## config.mk

```make
export PLATFORM = sky130hd
export DESIGN_NAME = sprite_engine_flat
export DESIGN_NICKNAME = d
export VERILOG_FILES = /design/src/rtl/vga_pkg.sv /design/src/rtl/sprite_engine_if.sv /design/src/rtl/sprite_attr_table.sv /design/src/rtl/sprite_engine.sv /design/src/flat_wrapper.sv
export SDC_FILE = /design/constraint.sdc
export NUM_CORES = 1
export LEC_CHECK = 0
export BUFFER_PORTS_ARGS = -buffer_cell sky130_fd_sc_hd__buf_2
export CAP_MARGIN = 20
export CORE_MARGIN = 2
export CORE_UTILIZATION = 25
export CTS_CLUSTER_DIAMETER = 80
export DETAILED_ROUTE_END_ITERATION = 10
export GPL_ROUTABILITY_DRIVEN = 0
export PLACE_DENSITY = 0.5
export SYNTH_ARGS = -nofsm -noshare
export SYNTH_HDL_FRONTEND = slang
export SYNTH_SLANG_ARGS = --single-unit
```

## constraint.sdc

```tcl
create_clock -name clk -period 15.2 [get_ports clk]
set_clock_uncertainty 0.05 [all_clocks]
set_input_delay 1.52 -clock clk [delete_from_list [all_inputs] [get_ports clk]]
set_output_delay 1.52 -clock clk [all_outputs]
set_load 0.02 [all_outputs]
```

## src/rtl/vga_pkg.sv

```systemverilog
// Shared VGA types: sprite attribute layout, screen geometry, sprite FSM states.
package vga_pkg;

  localparam int H_ACTIVE        = 640;
  localparam int V_TOTAL         = 525;
  localparam int TRANSPARENT_BIT = 15;

  // Bit layout matches the host register word exactly so it can be cast directly.
  typedef struct packed {
    logic       enable;
    logic [1:0] rsvd;
    logic       flip_x;
    logic [7:0] frame;
    logic [9:0] y;
    logic [9:0] x;
  } sprite_attr_t;

  typedef enum logic [2:0] {
    ST_IDLE  = 3'd0,
    ST_READ  = 3'd1,
    ST_FETCH = 3'd2,
    ST_DRAIN = 3'd3,
    ST_NEXT  = 3'd4
  } sprite_state_e;

endpackage

```

## src/rtl/sprite_engine_if.sv

```systemverilog
// Sprite engine bus: line-start control, host attribute writes, ROM port, linebuffer draw port.
interface sprite_engine_if #(
  parameter int NUM_SPRITES = 16,
  parameter int FRAME_BITS  = 8
);
  localparam int AW     = $clog2(NUM_SPRITES);
  localparam int ROM_AW = FRAME_BITS + 8;

  logic              sprite_start;
  logic [9:0]        vcount;
  logic              attr_we;
  logic [AW-1:0]     attr_addr;
  logic [31:0]       attr_wdata;
  logic [ROM_AW-1:0] rom_addr;
  logic [15:0]       rom_q;
  logic [9:0]        addr_pixel_draw;
  logic [15:0]       data_pixel_draw;
  logic              wren_pixel_draw;
  logic              sprite_done;
  logic              sprite_busy;

  modport master (
    input  sprite_start, vcount, attr_we, attr_addr, attr_wdata, rom_q,
    output rom_addr, addr_pixel_draw, data_pixel_draw, wren_pixel_draw,
           sprite_done, sprite_busy
  );

  modport slave (
    output sprite_start, vcount, attr_we, attr_addr, attr_wdata, rom_q,
    input  rom_addr, addr_pixel_draw, data_pixel_draw, wren_pixel_draw,
           sprite_done, sprite_busy
  );

endinterface

```

## src/rtl/sprite_attr_table.sv

```systemverilog
// Sprite attribute register file: synchronous write, combinational read, cleared on reset.
module sprite_attr_table
  import vga_pkg::*;
#(
  parameter int NUM_SPRITES = 16,
  parameter int AW          = $clog2(NUM_SPRITES)
) (
  input  logic         clk,
  input  logic         reset,
  input  logic         we,
  input  logic [AW-1:0] waddr,
  input  sprite_attr_t wdata,
  input  logic [AW-1:0] raddr,
  output sprite_attr_t rdata
);

  sprite_attr_t mem [NUM_SPRITES];

  always_ff @(posedge clk or posedge reset) begin
    if (reset) begin
      for (int i = 0; i < NUM_SPRITES; i++) mem[i] <= '0;
    end else if (we) begin
      mem[waddr] <= wdata;
    end
  end

  // A write landing on the entry being read this cycle is seen next cycle.
  assign rdata = mem[raddr];

endmodule

```

## src/rtl/sprite_engine.sv

```systemverilog
// Per-scanline sprite renderer: scans the attribute table, fetches rows from the sprite ROM,
// writes opaque pixels into the linebuffer. Define SPRITE_FLIP_EN to honour attribute flip_x.
module sprite_engine
  import vga_pkg::*;
#(
  parameter int NUM_SPRITES = 16,
  parameter int SPRITE_W    = 16,
  parameter int SPRITE_H    = 16,
  parameter int FRAME_BITS  = 8
) (
  input logic             clk,
  input logic             reset,
  sprite_engine_if.master bus
);

  localparam int IW = $clog2(NUM_SPRITES);
  localparam int CW = $clog2(SPRITE_W);
  localparam int RW = $clog2(SPRITE_H);

  localparam logic [2:0] S_IDLE  = ST_IDLE;
  localparam logic [2:0] S_READ  = ST_READ;
  localparam logic [2:0] S_FETCH = ST_FETCH;
  localparam logic [2:0] S_DRAIN = ST_DRAIN;
  localparam logic [2:0] S_NEXT  = ST_NEXT;

  logic [2:0]            state;
  logic [IW-1:0]         idx;
  logic [9:0]            tline;
  logic [RW-1:0]         row;
  logic [CW-1:0]         col;
  logic [CW-1:0]         col_rom;
  logic [FRAME_BITS-1:0] cur_frame;
  logic [9:0]            cur_x;
  logic                  done;
  sprite_attr_t          rd_attr;
  logic [9:0]            dy;
  logic                  hit;
  logic                  unused_bits;

  // Draw-side registers, one cycle behind the ROM address to line up with rom_q.
  logic                  valid_d;
  logic [CW-1:0]         col_d;
  logic [9:0]            x_d;
  logic [10:0]           draw_col;

  sprite_attr_table #(.NUM_SPRITES(NUM_SPRITES), .AW(IW)) u_attr (
    .clk   (clk),
    .reset (reset),
    .we    (bus.attr_we),
    .waddr (bus.attr_addr),
    .wdata (sprite_attr_t'(bus.attr_wdata)),
    .raddr (idx),
    .rdata (rd_attr)
  );

  // 10-bit wrap makes sprites above the line look far away rather than negative.
  assign dy  = tline - rd_attr.y;
  assign hit = rd_attr.enable && (dy < 10'(SPRITE_H));

`ifdef SPRITE_FLIP_EN
  logic cur_flip;
  assign col_rom     = cur_flip ? ~col : col;
  assign unused_bits = ^rd_attr.rsvd;
`else
  assign col_rom     = col;
  assign unused_bits = ^{rd_attr.rsvd, rd_attr.flip_x};
`endif

  always_ff @(posedge clk or posedge reset) begin
    if (reset) begin
      state     <= S_IDLE;
      idx       <= '0;
      tline     <= '0;
      row       <= '0;
      col       <= '0;
      cur_frame <= '0;
      cur_x     <= '0;
      done      <= 1'b0;
`ifdef SPRITE_FLIP_EN
      cur_flip  <= 1'b0;
`endif
    end else begin
      case (state)
        S_IDLE: if (bus.sprite_start) begin
          idx   <= IW'(NUM_SPRITES - 1);
          done  <= 1'b0;
          tline <= (bus.vcount == 10'(V_TOTAL - 1)) ? 10'd0 : bus.vcount + 10'd1;
          state <= S_READ;
        end
        S_READ: begin
          cur_frame <= rd_attr.frame[FRAME_BITS-1:0];
          cur_x     <= rd_attr.x;
          row       <= dy[RW-1:0];
          col       <= '0;
`ifdef SPRITE_FLIP_EN
          cur_flip  <= rd_attr.flip_x;
`endif
          state     <= hit ? S_FETCH : S_NEXT;
        end
        S_FETCH: begin
          col <= col + CW'(1);
          if (col == CW'(SPRITE_W - 1)) state <= S_DRAIN;
        end
        S_DRAIN: state <= S_NEXT;
        S_NEXT: begin
          if (idx == '0) begin
            state <= S_IDLE;
            done  <= 1'b1;
          end else begin
            idx   <= idx - IW'(1);
            state <= S_READ;
          end
        end
        default: state <= S_IDLE;
      endcase
    end
  end

  always_ff @(posedge clk or posedge reset) begin
    if (reset) begin
      valid_d <= 1'b0;
      col_d   <= '0;
      x_d     <= '0;
    end else begin
      valid_d <= (state == S_FETCH);
      col_d   <= col;
      x_d     <= cur_x;
    end
  end

  // 11-bit sum so columns past the right edge clip instead of wrapping to the left.
  assign draw_col = {1'b0, x_d} + {{(11 - CW){1'b0}}, col_d};

  assign bus.rom_addr        = (state == S_FETCH) ? {cur_frame, row, col_rom} : '0;
  assign bus.wren_pixel_draw = valid_d && !bus.rom_q[TRANSPARENT_BIT] &&
                               (draw_col < 11'(H_ACTIVE));
  assign bus.addr_pixel_draw = draw_col[9:0];
  assign bus.data_pixel_draw = valid_d ? bus.rom_q : 16'h0000;
  assign bus.sprite_done     = done;
  assign bus.sprite_busy     = (state != S_IDLE);

endmodule

```

## src/flat_wrapper.sv

```systemverilog
// flat-port wrapper written by rule: the top's interface ports become plain ports
module sprite_engine_flat import vga_pkg::*;
#(
  parameter int NUM_SPRITES = 16,
  parameter int SPRITE_W    = 16,
  parameter int SPRITE_H    = 16,
  parameter int FRAME_BITS  = 8
)
  (clk, reset, bus_sprite_start, bus_vcount, bus_attr_we, bus_attr_addr, bus_attr_wdata, bus_rom_q, bus_rom_addr, bus_addr_pixel_draw, bus_data_pixel_draw, bus_wren_pixel_draw, bus_sprite_done, bus_sprite_busy);
  sprite_engine_if #(.NUM_SPRITES(NUM_SPRITES), .FRAME_BITS(FRAME_BITS)) bus_i ();
  input logic clk;
  input logic reset;
  input wire logic [$bits(bus_i.sprite_start)-1:0] bus_sprite_start;
  input wire logic [$bits(bus_i.vcount)-1:0] bus_vcount;
  input wire logic [$bits(bus_i.attr_we)-1:0] bus_attr_we;
  input wire logic [$bits(bus_i.attr_addr)-1:0] bus_attr_addr;
  input wire logic [$bits(bus_i.attr_wdata)-1:0] bus_attr_wdata;
  input wire logic [$bits(bus_i.rom_q)-1:0] bus_rom_q;
  output wire logic [$bits(bus_i.rom_addr)-1:0] bus_rom_addr;
  output wire logic [$bits(bus_i.addr_pixel_draw)-1:0] bus_addr_pixel_draw;
  output wire logic [$bits(bus_i.data_pixel_draw)-1:0] bus_data_pixel_draw;
  output wire logic [$bits(bus_i.wren_pixel_draw)-1:0] bus_wren_pixel_draw;
  output wire logic [$bits(bus_i.sprite_done)-1:0] bus_sprite_done;
  output wire logic [$bits(bus_i.sprite_busy)-1:0] bus_sprite_busy;
  assign bus_i.sprite_start = bus_sprite_start;
  assign bus_i.vcount = bus_vcount;
  assign bus_i.attr_we = bus_attr_we;
  assign bus_i.attr_addr = bus_attr_addr;
  assign bus_i.attr_wdata = bus_attr_wdata;
  assign bus_i.rom_q = bus_rom_q;
  assign bus_rom_addr = bus_i.rom_addr;
  assign bus_addr_pixel_draw = bus_i.addr_pixel_draw;
  assign bus_data_pixel_draw = bus_i.data_pixel_draw;
  assign bus_wren_pixel_draw = bus_i.wren_pixel_draw;
  assign bus_sprite_done = bus_i.sprite_done;
  assign bus_sprite_busy = bus_i.sprite_busy;
  sprite_engine #(.NUM_SPRITES(NUM_SPRITES), .SPRITE_W(SPRITE_W), .SPRITE_H(SPRITE_H), .FRAME_BITS(FRAME_BITS)) u_core (.clk(clk), .reset(reset), .bus(bus_i));
endmodule
```

# == Word-level counts from Yosys, hierarchy flattened ==
# Index checks and enable logic that the tools add are counted.
# word_totals
regBits,571
elab_cells,164
# op_classes
addsub,5
order_cmp,5
eq_ne,10
mux,21
bitwise_logic,2
n_reduce_logical,14
# op_table
op,n
$bwmux 512,1
$bmux 32 s4,1
$demux 32 s4,1
$mux 32,3
$mux 16,2
$pmux 4 s2,2
$pmux 3 s5,1
$add 10x4->11,1
$lt 11x10->1 const B,1
$add 10x1->10 const B,1
$eq 10x10->1 const B,1
$ge 5x5->1 const B,2
$lt 10x5->1 const B,1
$mux 10,1
$not 4->5,2
$sub 10x10->10,1
$mux 3,3
$mux 4,2
$eq 3x2->1 const B,2
$reduce_and 3->1,2
$lt 5x1->1 const B,1
$add 4x1->4 const B,1
$eq 4x4->1 const B,1
$logic_and 1x1->1,4
other kinds (13),19

# == Depth between registers and ports, before layout ==
# depth
depth_word,9
depth_mapped,15
ltp_nobuf,11

# == By module ==
# From an unflattened synthesis, not the netlist that was laid out.
# hier_totals
cells_unflattened,1773
hier_area_um2,26320.2
# by_module_without_submodules
module,n_inst,cells_per_inst,area_per_inst_um2
sprite_attr_table,1,1407,23080.9
sprite_engine,1,366,3239.4

# == Least setup slack after synthesis ==
# Ideal clock, no wire load.
# synth_timing
path_kind,flip-flop to flip-flop
startpoint,reg u_core.idx[0]
endpoint,reg u_core.state[2]
setup_time_ns,0.129
arrival_time_ns,3.895
required_ns,15.021
path_slack_ns,11.125
stages_incl_launch_ff,14
n_path_buf,3
cell_sequence,dfrtp_1 > buf_2 > buf_2 > buf_2 > mux4_2 > mux4_2 > inv_1 > ha_1 > a21o_1 > a21o_1 > a211o_1 > a2111oi_4 > nand3_1 > o41a_1
# synth_between
elab_chain_len,9
# synth_rtl
item,line_no,rtl
start: declaration,sprite_engine.sv:27,logic [IW-1:0] idx;
start signal: assignment,sprite_engine.sv:85,idx <= IW'(NUM_SPRITES - 1);
start signal: assignment,sprite_engine.sv:110,idx <= idx - IW'(1);
$not 4->5 (implied by the code) *,sprite_attr_table.sv:28,assign rdata = mem[raddr];
$bmux 32 s4 *,sprite_attr_table.sv:28,
$mux 32 (implied by the code) * (2 in a row),sprite_attr_table.sv:28,
$sub 10x10->10,sprite_engine.sv:57,assign dy = tline - rd_attr.y;
$lt 10x5->1,sprite_engine.sv:58,assign hit = rd_attr.enable && (dy < 10'(SPRITE_H));
$logic_and 1x1->1 *,sprite_engine.sv:58,
$mux 3 *,sprite_engine.sv:98,state <= hit ? S_FETCH : S_NEXT;
$pmux 3 s5 *,sprite_engine.sv:83,case (state)
end signal: assignment,sprite_engine.sv:98,
end: declaration,sprite_engine.sv:26,logic [2:0] state;
# Mark *: on every way between the ends. The rest lies on a longest branch, timed or not. The select of a mux whose other input is x is not followed.
# A chain may end at the register's enable or synchronous reset.

# == Worst setup path in the final report ==
# Ends and elaborated chain as after synthesis.

==> metrics.cfg <==
[timing]
relSlewSlack_pct=27.0
drv_slew=0
hold_viol=0
max_freq_ghz=0.198
final.min_clock_period_ps=5040
rsz0062_at_grt=false
worstMarginPinSlew_ps=1100
finalCritPeriodShare_pct=33.2
setup_viol=0
fin_tns_setup_ps=0

[route]
drc=0
wl_per_cell_um=21.5
wl_um=63800
dr.pass1.iters=5
via_per_inst=4.61
vias=13700
drtIter0Drc=931
drtAntennaViolNets=0

[final_layout]
syn_to_final_growth_pct=16.2
nFillCells=9395
layout_common_cells=dfrtp_1, mux2_2, mux4_2
ff_latch_area_sq_um=13100
design_area_sq_um=27900
drive_gt1_share_pct=49.0
multi_input_area_sq_um=10400
final_common_cell=dfrtp_1
nets=1742

[yosys]
ys_types=55
synth.avg_cell_area_sq_um=15.2
synth_edf_count=0
synth_nets=1667
ys_ff_latch=523
netlist_area_sq_um=24000
synth_ff_type=dfrtp_1
async_flop_share_pct=100
yosys_warnings=0
ys_seq_area_share_pct=54.5
netlist_instances=1581

[cts]
clkLatencyLatePin_ps=620
path_clk_slew_ps=60
hold_buffers=0
cts_buffers=55
cts_setup_buffers=0
tritoncts=done
cts.path.max_buffers=3
cts_htree_levels=2
clock_sinks=523
cts_root_buffer=clkbuf_16
post_cts_resize_count=0

[critical_path]
crit_required_ps=15640
r2r-start=u_core.idx[0]
arrival_ps=5490
r2r_end=u_core.state[2]
r2r.worst_path.cells=12
end_kind=flop
cp_max_fo=40
regToRegSetupSlack_ps=10160
critPathLaunchType=flop
path_class=flop to flop

[global_routing]
overflow=0
grt_pass1_vias=14900
grt_pass1_wl_um=97400
antenna_found_initial=9
grt_max_degree=191
grt.total_usage_pct=13.1

[power]
p_leak_nw=12.0
ir_worst_vdd_mv=0.0989
pwr_density_cell_nw_per_um2=177

[min_path]
hold_path_class=flop to flop
hold_depth=0
hold_end=u_core.x_d[8]
holdCritStartpoint=u_core.cur_x[8]

[run_status]
status=finished clean

[die]
num_rows=113
fp.dieH_um=314
io_pins=111
start_util_pct=25.2
dieArea_sq_um=98500
design.core.area_sq_um=95200
die_w_um=314

[placed_design]
portBuffers=107
place_hpwl_um=35900
post_dp_cell_area_sq_um=26000

[flow_run]
cap_violations=0

## power breakdown
group          internal [mW]  switching (mW)
combinational          0.881           0.704
sequential              1.74           0.244
clock                  0.796           0.564
## worst max-delay path by stage
| stage | from | endpoint | slack [ps] |
|---|---|---|---|
| 3_5_place_dp | reset | u_core.u_attr.mem[69] | 10010 |
| 6_report | u_core.idx[0] | u_core.state[2] | 10160 |
| 3_3_place_gp | u_core.idx[0] | u_core.state[2] | 10040 |
| 2_1_floorplan | reset | u_core.bus.sprite_done | 6520 |
| 5_1_grt | u_core.idx[0] | u_core.state[2] | 9790 |
| 4_1_cts | u_core.idx[0] | u_core.state[2] | 10030 |
## per-layer routing
metal	GRT usage, %	share of wire, %	vias to the layer above
met2	23.4	52	222
li1	-	-	5936
met4	4.23	2.9	8
met3	2.12	3.7	115
met5	0	0.058	-
met1	16.0	42	7410
## state kept, by name (all words and copies together) (netlist names)
| register | count |
|---|---|
| u_core.state | 3 |
| u_core.x_d | 10 |
| u_core.cur_frame | 8 |
| u_core.u_attr.mem | 464 |
| u_core.valid_d | 1 |
| u_core.cur_x | 10 |
| u_core.bus.sprite_done | 1 |
| u_core.row | 4 |
| u_core.idx | 4 |
| u_core.col | 4 |
| u_core.tline | 10 |
| u_core.col_d | 4 |
## cells by family (layout without fill, tap and decap cells)
family                     Yosys count  count (layout)  share of synthesized area [%]
AOI/OAI and AO/OA                   61              61                           1.68
xor gates and xnor gates            22              22                          0.803
adders and majority gates           20              20                           1.10
buffers and inverters              148             268                           2.47
DFF                                523             523                           54.5
muxes                              613             613                           35.5
other                                0               1                              0
and+or+nand+nor                    194             194                           3.96
## metrics by stage
stage                     power (mW)  utilization [%]  hold slack (ps)  cells  setup WS, ps
after global routing            5.22             29.3              347   2967          9790
after global placement          3.56             27.3              319   2859         10040
after detailed placement        3.61             27.3              320   2860         10010
final                           4.93             29.3              332   2967         10160
after floorplan                 3.19                -              304   1581          6520
after CTS                       4.99             29.2              333   2962         10030
## worst max-delay path: stages, from the launching register on
cell and delay (ps):
dfrtp_4 1000, buf_4 780, mux4_2 600, mux4_2 560, ha_1 240, inv_1 70
fa_1 220, a21o_1 160, nand4b_1 90, or4_1 410, nand3_1 130, nand3_1 100
o41a_1 420
## cell usage after synthesis (3+ instances only)
| cell type | number | area share, % |
|---|---|---|
| buf_2 | 11 | 0.23 |
| a211oi_1 | 4 | 0.13 |
| nor3_1 | 4 | 0.083 |
| clkbuf_1 | 84 | 1.3 |
| inv_1 | 26 | 0.41 |
| mux4_1 | 3 | 0.33 |
| o21ai_0 | 20 | 0.42 |
| mux2_2 | 444 | 21 |
| a21oi_1 | 9 | 0.19 |
| mux2_1 | 20 | 0.94 |
| nand4_1 | 6 | 0.16 |
| nor2b_1 | 5 | 0.13 |
| xnor2_1 | 10 | 0.36 |
| a21o_1 | 4 | 0.13 |
| buf_1 | 25 | 0.39 |
| xor2_1 | 12 | 0.44 |
| dfrtp_1 | 523 | 55 |
| o21ai_1 | 5 | 0.10 |
| and2_1 | 33 | 0.86 |
| nor2_1 | 23 | 0.36 |
| mux2i_1 | 6 | 0.25 |
| nand3b_1 | 6 | 0.19 |
| or3_1 | 4 | 0.10 |
| mux4_2 | 140 | 13 |
| nand2_1 | 83 | 1.3 |
| nand2b_1 | 7 | 0.18 |
| nand3_1 | 12 | 0.25 |
| ha_1 | 18 | 0.94 |
## area by class of cell
class	count	share of cell area [%]
sequential	523	47.0
multi-input combinational	910	37.4
clock buffer	86	5.93
tap	1265	5.67
timing repair buffer	140	3.10
clock inverter	16	0.610
inverter	26	0.363
antenna	1	0.00897
Power figures use the tool's default switching activity.
